[config.mk]
export PLATFORM = sky130hd
export DESIGN_NAME = cpu_oam_dma_arbiter_flat
export DESIGN_NICKNAME = d
export VERILOG_FILES = /design/src/rtl/nes_bus_pkg.sv /design/src/rtl/cpu_oam_dma_arbiter_if.sv /design/src/rtl/cpu_oam_dma_arbiter.sv /design/src/flat_wrapper.sv
export SDC_FILE = /design/constraint.sdc
export NUM_CORES = 1
export LEC_CHECK = 0
export ABC_AREA = 0
export BUFFER_PORTS_ARGS = -buffer_cell sky130_fd_sc_hd__buf_2
export CORE_ASPECT_RATIO = 1.2
export CORE_MARGIN = 1
export CORE_UTILIZATION = 50
export DETAILED_ROUTE_END_ITERATION = 12
export PLACE_DENSITY = 0.95
export SLEW_MARGIN = 20
export SYNTH_ARGS = -nofsm -noshare
export SYNTH_HDL_FRONTEND = slang
export SYNTH_SLANG_ARGS = --single-unit
[constraint.sdc]
create_clock -name clk -period 2.6 [get_ports clk]
set_input_delay 0 -clock clk [delete_from_list [all_inputs] [get_ports clk]]
set_output_delay 0 -clock clk [all_outputs]
set_load 0.005 [all_outputs]
[src/rtl/nes_bus_pkg.sv]
// rtl/nes_bus_pkg.sv - shared CPU bus / sprite DMA types and register addresses
package nes_bus_pkg;

  typedef enum logic [2:0] {
    IDLE,
    HALT,
    ALIGN,
    READ,
    WRITE
  } dma_state_e;

  localparam logic [15:0] OAM_DMA_REG  = 16'h4014;
  localparam logic [15:0] OAM_DATA_REG = 16'h2004;

endpackage

[src/rtl/cpu_oam_dma_arbiter_if.sv]
// rtl/cpu_oam_dma_arbiter_if.sv - CPU-side and memory-side bus signals of the OAM DMA arbiter
interface cpu_oam_dma_arbiter_if #(
  parameter int ADDR_W = 16,
  parameter int DATA_W = 8
);
  logic [ADDR_W-1:0] cpu_addr;
  logic [DATA_W-1:0] cpu_wdata;
  logic              cpu_ren;
  logic              cpu_wen;
  logic              cpu_rdy;
  logic [ADDR_W-1:0] bus_addr;
  logic [DATA_W-1:0] bus_wdata;
  logic              bus_ren;
  logic              bus_wen;
  logic [DATA_W-1:0] bus_rdata;
  logic              dma_busy;

  modport master (
    output cpu_addr, cpu_wdata, cpu_ren, cpu_wen, bus_rdata,
    input  cpu_rdy, bus_addr, bus_wdata, bus_ren, bus_wen, dma_busy
  );

  modport slave (
    input  cpu_addr, cpu_wdata, cpu_ren, cpu_wen, bus_rdata,
    output cpu_rdy, bus_addr, bus_wdata, bus_ren, bus_wen, dma_busy
  );
endinterface

[src/rtl/cpu_oam_dma_arbiter.sv]
// rtl/cpu_oam_dma_arbiter.sv - CPU bus pass-through with sprite DMA that halts the CPU and copies a page to OAM
module cpu_oam_dma_arbiter
  import nes_bus_pkg::*;
#(
  parameter int                ADDR_W       = 16,
  parameter int                DATA_W       = 8,
  parameter logic [ADDR_W-1:0] DMA_REG_ADDR = OAM_DMA_REG,
  parameter logic [ADDR_W-1:0] DMA_DST_ADDR = OAM_DATA_REG,
  parameter int                XFER_LEN     = 256
) (
  input  logic                  clk,
  input  logic                  b_rst,
  cpu_oam_dma_arbiter_if.slave  io
);

  localparam int               IDX_W    = (XFER_LEN > 1) ? $clog2(XFER_LEN) : 1;
  localparam logic [IDX_W-1:0] IDX_LAST = IDX_W'(XFER_LEN - 1);

  dma_state_e        state;
  logic [IDX_W-1:0]  idx;
  logic [7:0]        page;
  logic              cyc_par;
  logic              rdy_q;
  logic              busy_q;
  logic              trigger;
  logic [ADDR_W-1:0] src_addr;

  assign trigger  = io.cpu_wen && (io.cpu_addr == DMA_REG_ADDR);
  assign src_addr = {page, {(ADDR_W-8){1'b0}}} | ADDR_W'(idx);
  assign io.cpu_rdy  = rdy_q;
  assign io.dma_busy = busy_q;

  always_ff @(posedge clk) begin
    if (b_rst) begin
      state   <= IDLE;
      idx     <= '0;
      page    <= '0;
      cyc_par <= 1'b0;
      rdy_q   <= 1'b1;
      busy_q  <= 1'b0;
    end else begin
      cyc_par <= ~cyc_par;
      case (state)
        IDLE: begin
          if (trigger) begin
            page   <= io.cpu_wdata[7:0];
            state  <= HALT;
            rdy_q  <= 1'b0;
            busy_q <= 1'b1;
          end
        end
        // Skip ALIGN when the next cycle already has even parity, so reads land on cyc_par=0.
        HALT: begin
          if (!io.cpu_wen) state <= cyc_par ? READ : ALIGN;
        end
        ALIGN: begin
          if (cyc_par) state <= READ;
        end
        READ: state <= WRITE;
        WRITE: begin
          if (idx == IDX_LAST) begin
            idx    <= '0;
            state  <= IDLE;
            rdy_q  <= 1'b1;
            busy_q <= 1'b0;
          end else begin
            idx   <= idx + IDX_W'(1);
            state <= READ;
          end
        end
        default: begin
          state  <= IDLE;
          rdy_q  <= 1'b1;
          busy_q <= 1'b0;
        end
      endcase
    end
  end

  always_comb begin
    io.bus_addr  = io.cpu_addr;
    io.bus_wdata = io.cpu_wdata;
    io.bus_ren   = 1'b0;
    io.bus_wen   = 1'b0;
    case (state)
      IDLE: begin
        io.bus_ren = io.cpu_ren;
        io.bus_wen = io.cpu_wen;
      end
      // The 6502 keeps writing through rdy, so those writes still have to reach memory.
      HALT: io.bus_wen = io.cpu_wen;
      READ: begin
        io.bus_addr = src_addr;
        io.bus_ren  = 1'b1;
      end
      WRITE: begin
        io.bus_addr  = DMA_DST_ADDR;
        io.bus_wdata = io.bus_rdata;
        io.bus_wen   = 1'b1;
      end
      default: ;
    endcase
  end

endmodule

[src/flat_wrapper.sv]
// flat-port wrapper written by rule: the top's interface ports become plain ports
module cpu_oam_dma_arbiter_flat import nes_bus_pkg::*;
#(
  parameter int                ADDR_W       = 16,
  parameter int                DATA_W       = 8,
  parameter logic [ADDR_W-1:0] DMA_REG_ADDR = OAM_DMA_REG,
  parameter logic [ADDR_W-1:0] DMA_DST_ADDR = OAM_DATA_REG,
  parameter int                XFER_LEN     = 256
)
  (clk, b_rst, io_cpu_addr, io_cpu_wdata, io_cpu_ren, io_cpu_wen, io_bus_rdata, io_cpu_rdy, io_bus_addr, io_bus_wdata, io_bus_ren, io_bus_wen, io_dma_busy);
  cpu_oam_dma_arbiter_if #(.ADDR_W(ADDR_W), .DATA_W(DATA_W)) io_i ();
  input  logic clk;
  input  logic b_rst;
  input wire logic [$bits(io_i.cpu_addr)-1:0] io_cpu_addr;
  input wire logic [$bits(io_i.cpu_wdata)-1:0] io_cpu_wdata;
  input wire logic [$bits(io_i.cpu_ren)-1:0] io_cpu_ren;
  input wire logic [$bits(io_i.cpu_wen)-1:0] io_cpu_wen;
  input wire logic [$bits(io_i.bus_rdata)-1:0] io_bus_rdata;
  output wire logic [$bits(io_i.cpu_rdy)-1:0] io_cpu_rdy;
  output wire logic [$bits(io_i.bus_addr)-1:0] io_bus_addr;
  output wire logic [$bits(io_i.bus_wdata)-1:0] io_bus_wdata;
  output wire logic [$bits(io_i.bus_ren)-1:0] io_bus_ren;
  output wire logic [$bits(io_i.bus_wen)-1:0] io_bus_wen;
  output wire logic [$bits(io_i.dma_busy)-1:0] io_dma_busy;
  assign io_i.cpu_addr = io_cpu_addr;
  assign io_i.cpu_wdata = io_cpu_wdata;
  assign io_i.cpu_ren = io_cpu_ren;
  assign io_i.cpu_wen = io_cpu_wen;
  assign io_i.bus_rdata = io_bus_rdata;
  assign io_cpu_rdy = io_i.cpu_rdy;
  assign io_bus_addr = io_i.bus_addr;
  assign io_bus_wdata = io_i.bus_wdata;
  assign io_bus_ren = io_i.bus_ren;
  assign io_bus_wen = io_i.bus_wen;
  assign io_dma_busy = io_i.dma_busy;
  cpu_oam_dma_arbiter #(.ADDR_W(ADDR_W), .DATA_W(DATA_W), .DMA_REG_ADDR(DMA_REG_ADDR), .DMA_DST_ADDR(DMA_DST_ADDR), .XFER_LEN(XFER_LEN)) u_core (.clk(clk), .b_rst(b_rst), .io(io_i));
endmodule
### Yosys cells after proc, flatten, opt, wreduce, memory -nomap -nowiden

Cells that the tools add are included.
Widths: inputs -> output; s select.

* add/subtract/negate cells: 1
* bitwise logic cells: 3
* divide/modulo/power cells: 0
* reductions and logical operators: 7
* multiply operators: 0
* shift-type cells: 0
* magnitude comparators: 0
* multiplexer cells: 17
* eq/ne operators: 10

Operators by type and width (number)
* $pmux 16 s2: 1
* $eq 16x15->1 const B: 1
* $mux 8: 2
* $or 16x8->16: 1
* $pmux 3 s5: 1
* $mux 3: 3
* $add 8x1->8 const B: 1
* $eq 8x8->1 const B: 1
* $eq 3x2->1 const B: 2
* $ne 2x1->1 const B: 3
* $pmux 1 s3: 2
* $reduce_and 3->1: 2
* $mux 1: 5
* $pmux 1 s2: 2
* $eq 3x1->1 const B: 1
* $eq 3x3->1 const B: 1
* $logic_not 3->1: 1
* $reduce_or 3->1: 1
* $mux 2: 1
* $ne 2x2->1 const B: 1
* $not 1->1: 2
* $reduce_and 2->1: 1
* $reduce_or 2->1: 1
* $logic_and 1x1->1: 1

* bits in latches: 0
* memories kept: 0
* ROM bits: 0
* logic and storage cells: 44
* memory bits (writable): 0
* flip-flop bits (word level): 22

### Depth between registers and ports, before layout

Gate-level depths: netlist of run 1.

* word-level depth: 4
* gate-level depth with buffers: 7

### Worst setup path after synthesis of run 1

No wires, ideal clock.

* kind: register to register
* start point: register u_core.state[0]
* end point: register u_core.rdy_q (netlist: u_core.io.cpu_rdy)
* library setup time: 114 ps
* period minus slack after synthesis: 1465 ps
* stages on the path, launching flop included: 7
* buffers on the path: 2
* setup slack: 1135 ps
* arrival: 1351 ps
* cell sequence: dfxtp_1 > buf_4 > nor3_1 > and3_1 > buf_2 > nand2_1 > a21o_1

* longest elaborated chain between the ends: 4
* elaborated cells on any way between the ends: 11
* those cells by class: 6 x eq/ne; 1 x mux; 1 x bitwise; 3 x reduce/logical

RTL lines
* start: declaration: line cpu_oam_dma_arbiter.sv:19 `dma_state_e state;`
* start signal: assignment: line cpu_oam_dma_arbiter.sv:54 `if (!io.cpu_wen) state <= cyc_par ? READ : ALIGN;`
* $eq 3x2->1 / $eq 3x1->1 (equally long branches): line cpu_oam_dma_arbiter.sv:43 `case (state)`
* $reduce_or 3->1 (no source line)
* $not 1->1 (no source line)
* $reduce_and 3->1 (no source line)
* end signal: assignment: line cpu_oam_dma_arbiter.sv:39 `rdy_q <= 1'b1;`
* end signal: assignment: line cpu_oam_dma_arbiter.sv:48 `rdy_q <= 1'b0;`
* end signal: assignment: line cpu_oam_dma_arbiter.sv:64 `rdy_q <= 1'b1;`
* end: declaration: line cpu_oam_dma_arbiter.sv:23 `logic rdy_q;`

Several ways; a longest one is shown, not always the timed one.
A chain may end at the register's enable or synchronous reset.

### Final worst setup path of run 1

* start point: register u_core.state[1]
* end point: output io_bus_addr[5]

* longest elaborated chain between the ends: 2
* elaborated cells on any way between the ends: 3
* those cells by class: 2 x eq/ne; 1 x mux

RTL lines
* $eq 3x3->1 / $eq 3x2->1 (equally long branches): line cpu_oam_dma_arbiter.sv:85 `case (state)`
* $pmux 16 s2 *: line cpu_oam_dma_arbiter.sv:85
* end: declaration: line flat_wrapper.sv:20 `output wire logic [$bits(io_i.bus_addr)-1:0] io_bus_addr;`

Mark *: on every way between the ends. The rest lies on a longest branch, timed or not.

==> flow_summary_export.csv, run 1 <==
group,metric,value,unit
status,outcome,"finished clean",
pwr,ir_worst_vdd,0.323,mV
routing,ant_nets,0,
worst_hold_path,min_to,"u_core.idx[6]$_SDFFE_PP0P_",
timing,hold_violations,0,
timing,fin_crit_sh,84.4,%
timing,setup_tns,0,ns
final_layout,diodes,0,
setup_path,cp_data_required_time,2.60,ns
synthesis,syn_nets,210,
die,core,2580,µm²
clock_network,cts.htree.levels,1,
timing,rsz0062_at_grt,"false",
clock_network,clk_path_buf_depth,2,
timing,fmax,456,MHz
synthesis,synth_xor_area_share,2.53,%
final_layout,syn_to_final_growth,29.5,%
synthesis,synth_top_area_share,31.9,%
setup_path,start_kind,"flop",
final_layout,multi_input_area,883,µm²
timing,finalClockSkew,0.00376,ns
global_routing,gr-usage-all-layers,27.2,%
clock_network,cts.sinks,22,
pwr,power.density,330,nW/µm²
routing,wirelength,3.80,mm
synthesis,synth_area_leaders,"dfxtp_1, nand2_1, a22o_1",
synthesis,synth_compound_area_share,28.1,%
synthesis,synth-simple-area-share,30.9,%
setup_path,cp_max_fo,15,
routing,detail_route.wl_per_cell,14.1,µm
routing,drc,0,
final_layout,regArea,440,µm²
routing,via_count,1581,
clock_network,cts_buffers,3,
synthesis,synth_top_family_by_area,"simple AND/OR/NAND/NOR gates",
synthesis,synthesis.area,1380,µm²
placement,dpl.hpwl,2.71,mm
setup_path,timing.rr.start,"u_core.state[2]$_SDFFE_PP0P_",
synthesis,synth_edf_count,0,
global_routing,grt_max_degree,23,
placement,routabilityCongestion,0.857,
final_layout,layout-drive-gt1-share,33.5,%
flow_run,maxCapViolations,0,
synthesis,synth_adder_area_share,0.905,%
clock_network,cts-root-buf,"clkbuf_4",
synthesis,ys_async_sr_fraction,0,%
synthesis,synth.mux.area_fraction,1.45,%
setup_path,crit_chain,"nor2b_1, and2_1, nor2_4, a22o_2, buf_2",
timing,tightest_slew,0.677,ns
die,dieHeight,59.6,µm
synthesis,synthesis.instances,173,
setup_path,crit_arrival,2.19,ns
setup_path,criticalPathCategory,"flop to output pin",
global_routing,grt_pass1_vias,1397,
synthesis,avgSynthCellArea,7.99,µm²
global_routing,antenna_found_initial,0,
synthesis,ys_warn_count,0,
synthesis,ys_seq_area_share,31.9,%
timing,finalMaxSlewViolations,0,
setup_path,end_kind,"output pin",
clock_network,clk_latency,0.30,ns
synthesis,synth_seq_cells,22,
routing,drt_pass1_iterations,4,
final_layout,final_common_cell,"buf_2",
die,rows,20,
worst_hold_path,min-delay-start,"b_rst",
die,pin_count,64,
die,die_w,50.0,µm
synthesis,yosysUniqueCellTypes,45,
final_layout,fillers,200,
die,start_util,53.6,%
clock_network,cts_resized,0,
timing,slew_headroom,54.8,%
worst_hold_path,holdCritPathClass,"input port to flop",
pwr,p_leak,0.851,nW
final_layout,post-route-util,69.5,%
timing,setup_viol,0,
final_layout,final_cell_mix,"buf_2, nand2_1, dfxtp_1",
synthesis,synth_flop_cell,"dfxtp_1",
setup_path,cp_slowest_cell,"and2_1",
timing,period_needed,2.19,ns
clock_network,cts_tree,"built",
synthesis,yosys.area.top_type,"dfxtp_1",
setup_path,slowest_delay,0.55,ns
worst_hold_path,min_path_cells,2,
global_routing,grt.overflow.total,0,
routing,first_iter_violations,65,
clock_network,path_clk_slew,0.12,ns
routing,via_per_inst,5.88,
die,dieArea,2980,µm²
setup_path,ff2ff_path_depth,4,
setup_path,timing.rr.end,"u_core.idx[7]$_SDFFE_PP0P_",
final_layout,nNetsFinal,275,
setup_path,rrSetupSlack,0.84,ns
global_routing,grt_pass1_wl,6.24,mm
placement,portBuffers,63,
state kept, by name, indices dropped and copies added (netlist names):
register / cells
u_core.cyc_par: 1
u_core.io.cpu_rdy: 1
u_core.idx: 8
u_core.io.dma_busy: 1
u_core.state: 3
u_core.page: 8
layer usage:
metal / GRT usage, % / part of all wire, % / wire [µm] / up-vias
met5: 0 / 0 / 0 / -
met2: 52.0 / 52 / 1980 / 90
li1: - / - / - / 757
met3: 2.82 / 8.3 / 316 / 8
met1: 31.6 / 38 / 1450 / 726
met4: 7.76 / 1.4 / 53 / 0
cell usage after synthesis (2+ instances only):
cell and n:
and3_1 3, nand2_1 35, nand3_1 13, nor2_1 9
buf_2 5, xor2_1 4, inv_1 2, mux2i_1 2
dfxtp_1 22, o22a_1 2, a21oi_1 15, clkbuf_1 5
o21ai_0 12, a22o_1 13
where the power goes:
| part | leakage (nW) | switching [mW] | total, mW | internal (mW) |
|---|---|---|---|---|
| clock network | 0.0138 | 0.0974 | 0.151 | 0.0540 |
| logic | 0.659 | 0.0456 | 0.101 | 0.0557 |
| registers | 0.177 | 0.000901 | 0.339 | 0.338 |
worst max path at each step:
stage,from,to,slack (ns)
finish,u_core.state[1]$_SDFFE_PP0P_,io_bus_addr[5],0.41
global route,u_core.state[1]$_SDFFE_PP0P_,io_bus_addr[5],0.28
CTS,u_core.state[1]$_SDFFE_PP0P_,io_bus_addr[5],0.46
detailed placement,u_core.state[1]$_SDFFE_PP0P_,io_bus_addr[5],0.81
global placement,u_core.state[1]$_SDFFE_PP0P_,io_bus_addr[5],0.88
floorplan,u_core.state[0]$_SDFFE_PP0P_,u_core.io.cpu_rdy$_SDFFE_PP1P_,1.13
critical path: cells and delay by family (launching register included):
family,cells,cell delay (ns)
AO/OA/AOI/OAI,1,0.25
buffers and inverters,1,0.13
flip-flops,1,0.53
AND/OR/NAND/NOR,3,0.98
metrics by stage:
stage / hold slack, ns / cells / area [µm²] / power, mW / setup slack [ns]
2_1_floorplan: 0.0780 / 173 / 1380 / 0.378 / 1.13
3_3_place_gp: 0.249 / 258 / 1690 / 0.435 / 0.880
3_5_place_dp: 0.248 / 258 / 1690 / 0.436 / 0.811
4_1_cts: 0.108 / 269 / 1790 / 0.588 / 0.463
5_1_grt: 0.101 / 269 / 1790 / 0.620 / 0.278
6_report: 0.102 / 269 / 1790 / 0.592 / 0.406
kinds of logic (layout without fill, tap and decap cells):
| family | count (synthesis) | count (layout) |
|---|---|---|
| adder cells (fa/ha/maj) | 1 | 1 |
| buffers and inverters | 13 | 76 |
| multiplexers | 2 | 2 |
| flip-flops | 22 | 22 |
| AND/OR/NAND/NOR | 77 | 77 |
| AO/OA/AOI/OAI | 54 | 54 |
| XOR/XNOR | 4 | 4 |
layout make-up:
type,count,share of cell area [%]
multi-input cells,138,49.3
clock buffers,3,1.26
inverters,2,0.419
repair buffers,71,22.1
well taps,33,2.31
flip-flops and latches,22,24.6
what timing repair did:
action | 4_1_cts | 5_1_grt
setup buffers | 0 | 0
hold buffers | 8 | 0
hold endpoints to repair | 8 | 0
endpoints found under the setup margin | 0 | 0
Note: power is estimated with default switching activity, not from simulation.
==> inputs of run 2 (changes only) <==
--- a/config.mk
+++ b/config.mk
@@ -9,9 +9,9 @@
 export BUFFER_PORTS_ARGS = -buffer_cell sky130_fd_sc_hd__buf_2
 export CORE_ASPECT_RATIO = 1.2
 export CORE_MARGIN = 1
-export CORE_UTILIZATION = 50
+export CORE_UTILIZATION = 42
 export DETAILED_ROUTE_END_ITERATION = 12
-export PLACE_DENSITY = 0.95
+export PLACE_DENSITY = 0.87
 export SLEW_MARGIN = 20
 export SYNTH_ARGS = -nofsm -noshare
 export SYNTH_HDL_FRONTEND = slang
==> constraint.sdc (replaced) <==
create_clock -name clk -period 2 [get_ports clk]
set_input_delay 0 -clock clk [delete_from_list [all_inputs] [get_ports clk]]
set_output_delay 0 -clock clk [all_outputs]
set_load 0.005 [all_outputs]
==> run 2 against run 1 <==
  * Clock skew decreased by 0.0026 ns
  * Cell area increased by 3.2%
  * Die area increased by 18%
  * Hold slack got worse by 0.011 ns
  * Core utilization decreased by 10 points
  * Count of clock-buffer cells in the layout unchanged
  * Highest routed layer unchanged
  * Sequential share of layout area decreased by 0.70 points
  * Cell count increased by 2.6%
  * Non-clock buffer count increased by 3
  * Via count decreased by 2.5%
  * Global-route usage decreased by 3.9 points
  * Register-to-register slack got worse by 0.55 ns
==> flow_summary_export.csv, run 2 (synthesis gave the netlist of run 1 again) <==
group,metric,value,unit
status,outcome,"finished clean",
final_layout,layout-drive-gt1-share,35.0,%
clock_network,postCtsSetupBuffers,0,
timing,fmax,540,MHz
final_layout,syn_to_final_growth,33.7,%
clock_network,cts-root-buf,"clkbuf_4",
final_layout,diodes,0,
routing,ant_nets,0,
final_layout,largest_registers,"u_core.idx: 8 flops, u_core.page: 8 flops, u_core.state: 3 flops",
die,die_w,54.4,µm
setup_path,cp_data_required_time,2.00,ns
routing,via_count,1541,
pwr,ir_worst_vdd,0.322,mV
clock_network,cts.htree.levels,1,
flow_run,maxCapViolations,0,
routing,wl_met3,287,µm
routing,via_per_inst,5.58,
routing,top_layer,"met4",
setup_path,slowest_delay,0.45,ns
timing,hold_slack,0.0910,ns
global_routing,antenna_found_initial,0,
die,pin_count,64,
setup_path,crit_chain,"nor2b_1, and2_1, nor2_4, a22o_1, buf_2",
global_routing,grt_max_degree,23,
timing,setup_tns,0,ns
setup_path,startpoint,"u_core.state[1]$_SDFFE_PP0P_",
die,dieArea,3530,µm²
timing,fin_crit_sh,92.6,%
setup_path,start_kind,"flop",
timing,slew_headroom,67.8,%
global_routing,gr-usage-all-layers,23.3,%
setup_path,cp_max_fo,14,
die,dieHeight,64.9,µm
clock_network,path_clk_slew,0.13,ns
routing,drc,0,
routing,first_iter_violations,54,
final_layout,final_cell_mix,"buf_2, nand2_1, dfxtp_1",
routing,drt_pass1_iterations,4,
timing,hold_violations,0,
pwr,p_leak,0.882,nW
placement,routabilityCongestion,0.874,
timing,period_needed,1.85,ns
setup_path,crit_arrival,1.85,ns
timing,finalMaxSlewViolations,0,
routing,detail_route.wl_per_cell,14.0,µm
clock_network,cts_buffers,3,
die,rows,22,
routing,wl_met1,1.58,mm
setup_path,timing.rr.start,"u_core.state[0]$_SDFFE_PP0P_",
global_routing,grt_pass1_wl,6.07,mm
timing,rsz0062_at_grt,"false",
clock_network,cts_tree,"built",
worst_hold_path,min-delay-start,"b_rst",
die,core,3110,µm²
routing,wirelength,3.87,mm
clock_network,clk_latency,0.31,ns
pwr,power.density,497,nW/µm²
final_layout,final_common_cell,"buf_2",
placement,portBuffers,63,
setup_path,criticalPathCategory,"flop to output pin",
final_layout,fillers,291,
timing,tightest_slew,0.483,ns
global_routing,grt_pass1_vias,1404,
placement,dpl.hpwl,2.80,mm
global_routing,grt.overflow.total,0,
final_layout,nNetsFinal,278,
setup_path,cp_slowest_cell,"dfxtp_2",
clock_network,cts.sinks,22,
routing,met2WireLength,1.91,mm
timing,setup_viol,0,
die,start_util,44.4,%
clock_network,clk_path_buf_depth,2,
setup_path,end_kind,"output pin",
worst_hold_path,holdCritPathClass,"input port to flop",
timing,finalClockSkew,0.00116,ns
## run 2: cell count changes in the layout (fill, tap and decap cells not counted), sizes merged
cell / before / now
bufinv: 0 / 1
buf: 63 / 66
## run 2: critical path: cells and delay by family (launching register included)
| kind | cells | cell delay (ns) |
|---|---|---|
| buf+inv | 1 | 0.13 |
| compound gates | 1 | 0.23 |
| simple gates | 3 | 0.73 |
| flops | 1 | 0.45 |
## run 2: per-stage QoR
step / utilization [%] / instance area, µm² / total power, mW / worst slack, ns / cells
floorplan: - / 1380 / 0.492 / 0.535 / 173
global placement: 55.1 / 1710 / 0.567 / 0.412 / 264
detailed placement: 55.1 / 1710 / 0.568 / 0.348 / 264
CTS: 59.4 / 1850 / 0.923 / 0.0499 / 276
global route: 59.4 / 1850 / 0.964 / 0.0325 / 276
finish: 59.4 / 1850 / 0.918 / 0.149 / 276
## run 2: final timing paths
path	endpoint	slack (ns)	cells after the start
worst max register to register	u_core.io.cpu_rdy$_SDFFE_PP1P_	0.29	4
worst min-delay path	u_core.idx[6]$_SDFFE_PP0P_	0.09	2
worst min register to register	u_core.cyc_par$_SDFF_PP0_	0.46	1
worst max-delay path	io_bus_addr[0]	0.15	5
## run 2: layout make-up
| class | count | area [µm²] | area share, % |
|---|---|---|---|
| tap | 36 | 45.0 | 2.44 |
| inverter | 2 | 7.51 | 0.406 |
| clock buffer | 3 | 22.5 | 1.22 |
| timing repair buffer | 74 | 418 | 22.6 |
| clock inverter | 1 | 30.0 | 1.62 |
| multi-input combinational | 138 | 883 | 47.8 |
| sequential | 22 | 442 | 23.9 |
## run 2: routing by layer
layer / track usage, % / up-vias
met5: 0 / -
met4: 13.1 / 0
met3: 3.52 / 8
met2: 37.8 / 74
met1: 28.1 / 697
li1: - / 762
## run 2: timing repair
action,4_1_cts,5_1_grt
gates resized for setup,0,1
hold buffers,8,0
setup endpoints to repair,0,14
hold endpoints to repair,8,0
## run 2: report_power, final
part | internal, mW | switching [mW] | leakage [nW]
clock network | 0.203 | 0.143 | 0.0279
registers | 0.440 | 0.000876 | 0.178
logic | 0.0730 | 0.0589 | 0.676
total | 0.715 | 0.203 | 0.882
==> inputs of run 3 (changes only) <==
--- a/config.mk
+++ b/config.mk
@@ -12,6 +12,7 @@
 export CORE_UTILIZATION = 42
 export DETAILED_ROUTE_END_ITERATION = 12
 export PLACE_DENSITY = 0.87
+export REMOVE_ABC_BUFFERS = 1
 export SLEW_MARGIN = 20
 export SYNTH_ARGS = -nofsm -noshare
 export SYNTH_HDL_FRONTEND = slang
==> run 3 against run 2 <==
  * Clock skew grew 0.0015 ns
  * Fmax rose by 3.4%
  * Combinational power is essentially flat
  * Cell count fell by 0.36%
  * Critical path depth unchanged
  * Clock power is 44% lower
  * Count of clock-buffer cells in the layout stayed put
==> flow_summary_export.csv, run 3 (synthesis gave the netlist of run 1 again) <==
group,metric,value,unit
status,outcome,"finished clean",
clock_network,cts_buffers,3,
clock_network,cts_tree,"built",
final_layout,diodes,0,
setup_path,crit_arrival,1.79,ns
die,dieArea,3530,µm²
routing,drt_pass1_iterations,5,
routing,first_iter_violations,54,
setup_path,crit_chain,"nor2b_1, and2_1, buf_4, a22o_1, buf_2",
placement,pre_cts_slack,0.352,ns
placement,dpl.hpwl,2.78,mm
global_routing,grt_max_degree,23,
clock_network,postCtsSetupBuffers,0,
clock_network,path_clk_slew,0.11,ns
timing,finalClockSkew,0.00269,ns
timing,setup_tns,0,ns
worst_hold_path,min-delay-start,"b_rst",
pwr,p_total,0.763,mW
clock_network,cts.htree.levels,1,
placement,place_inst,264,
placement,routabilityCongestion,0.784,
final_layout,multi_input_area,883,µm²
final_layout,layout-drive-gt1-share,34.7,%
setup_path,cp_slowest_cell,"dfxtp_2",
final_layout,final_area,1820,µm²
placement,place_area,1710,µm²
global_routing,grt.overflow.total,0,
setup_path,slowest_delay,0.44,ns
final_layout,final_cell_mix,"buf_2, nand2_1, dfxtp_1",
setup_path,critical_path_buf_inv_count,2,
setup_path,cp_max_fo,11,
pwr,ir_worst_vdd,0.281,mV
global_routing,gr-usage-all-layers,21.6,%
final_layout,nNetsFinal,278,
worst_hold_path,holdCritPathClass,"input port to flop",
routing,detail_route.wl_per_cell,13.5,µm
final_layout,fin_cells,275,
timing,fin_ws,0.209,ns
final_layout,regArea,442,µm²
clock_network,cts-root-buf,"clkbuf_4",
setup_path,timing.rr.start,"u_core.state[0]$_SDFFE_PP0P_",
clock_network,clk_path_buf_depth,2,
clock_network,clk_latency,0.30,ns
die,die_w,54.4,µm
timing,tightest_slew,0.625,ns
final_layout,post-route-util,58.4,%
placement,portBuffers,63,
timing,period_needed,1.79,ns
global_routing,antenna_found_initial,0,
routing,via_count,1552,
routing,via_per_inst,5.64,
die,core,3110,µm²
setup_path,startpoint,"u_core.state[1]$_SDFFE_PP0P_",
setup_path,path_delay_family,"simple AND/OR/NAND/NOR gates",
setup_path,criticalPathCategory,"flop to output pin",
die,rows,22,
pwr,p_leak,0.868,nW
setup_path,crit_cells,5,
global_routing,grt_pass1_vias,1363,
global_routing,grt_pass1_wl,5.67,mm
final_layout,syn_to_final_growth,31.5,%
setup_path,ff2ff_path_depth,4,
pwr,power.density,420,nW/µm²
die,dieHeight,64.9,µm
timing,hold_violations,0,
die,pin_count,64,
setup_path,cp_data_required_time,2.00,ns
timing,slew_headroom,58.0,%
routing,ant_nets,0,
timing,rsz0062_at_grt,"false",
routing,drc,0,
worst_hold_path,min_path_cells,2,
timing,fmax,558,MHz
timing,finalMaxSlewViolations,0,
clock_network,cts.sinks,22,
final_layout,fillers,286,
routing,wirelength,3.71,mm
die,start_util,44.4,%
setup_path,start_kind,"flop",
final_layout,final_common_cell,"buf_2",
timing,hold_slack,0.0993,ns
flow_run,maxCapViolations,0,
final_layout,largest_registers,"u_core.idx: 8 flops, u_core.page: 8 flops, u_core.state: 3 flops",
timing,setup_viol,0,
timing,fin_crit_sh,89.5,%
setup_path,end_kind,"output pin",
run 3: path summary, 6_finish.rpt:
path	endpoint	slack, ns
worst min register to register	u_core.cyc_par$_SDFF_PP0_	0.46
worst max register to register	u_core.page[3]$_SDFFE_PP0P_	0.30
worst max-delay path	io_bus_addr[9]	0.21
worst min-delay path	u_core.idx[4]$_SDFFE_PP0P_	0.1
run 3: what timing repair did:
action	CTS	global route
hold buffers	8	0
hold endpoints to repair	8	0
resized for setup	0	1
endpoints found under the setup margin	0	11
run 3: cell type report:
class,count,area share (%)
Sequential cell,22,24.3
Multi-Input combinational cell,138,48.6
Inverter,2,0.413
Tap cell,36,2.48
Timing Repair Buffer,74,23.0
Clock buffer,3,1.24
run 3: routing by layer:
metal	up-vias	share of wire [%]	GRT usage [%]
li1	768	-	-
met1	708	40	24.1
met2	65	51	39.0
met3	11	7.3	3.52
met4	0	2.2	8.01
met5	-	0	0
run 3: power by group:
| group | internal (mW) | switching, mW | total, mW |
|---|---|---|---|
| registers | 0.439 | 0.000935 | 0.440 |
| clock network | 0.0702 | 0.123 | 0.193 |
| logic | 0.0723 | 0.0567 | 0.129 |
| total | 0.582 | 0.181 | 0.763 |
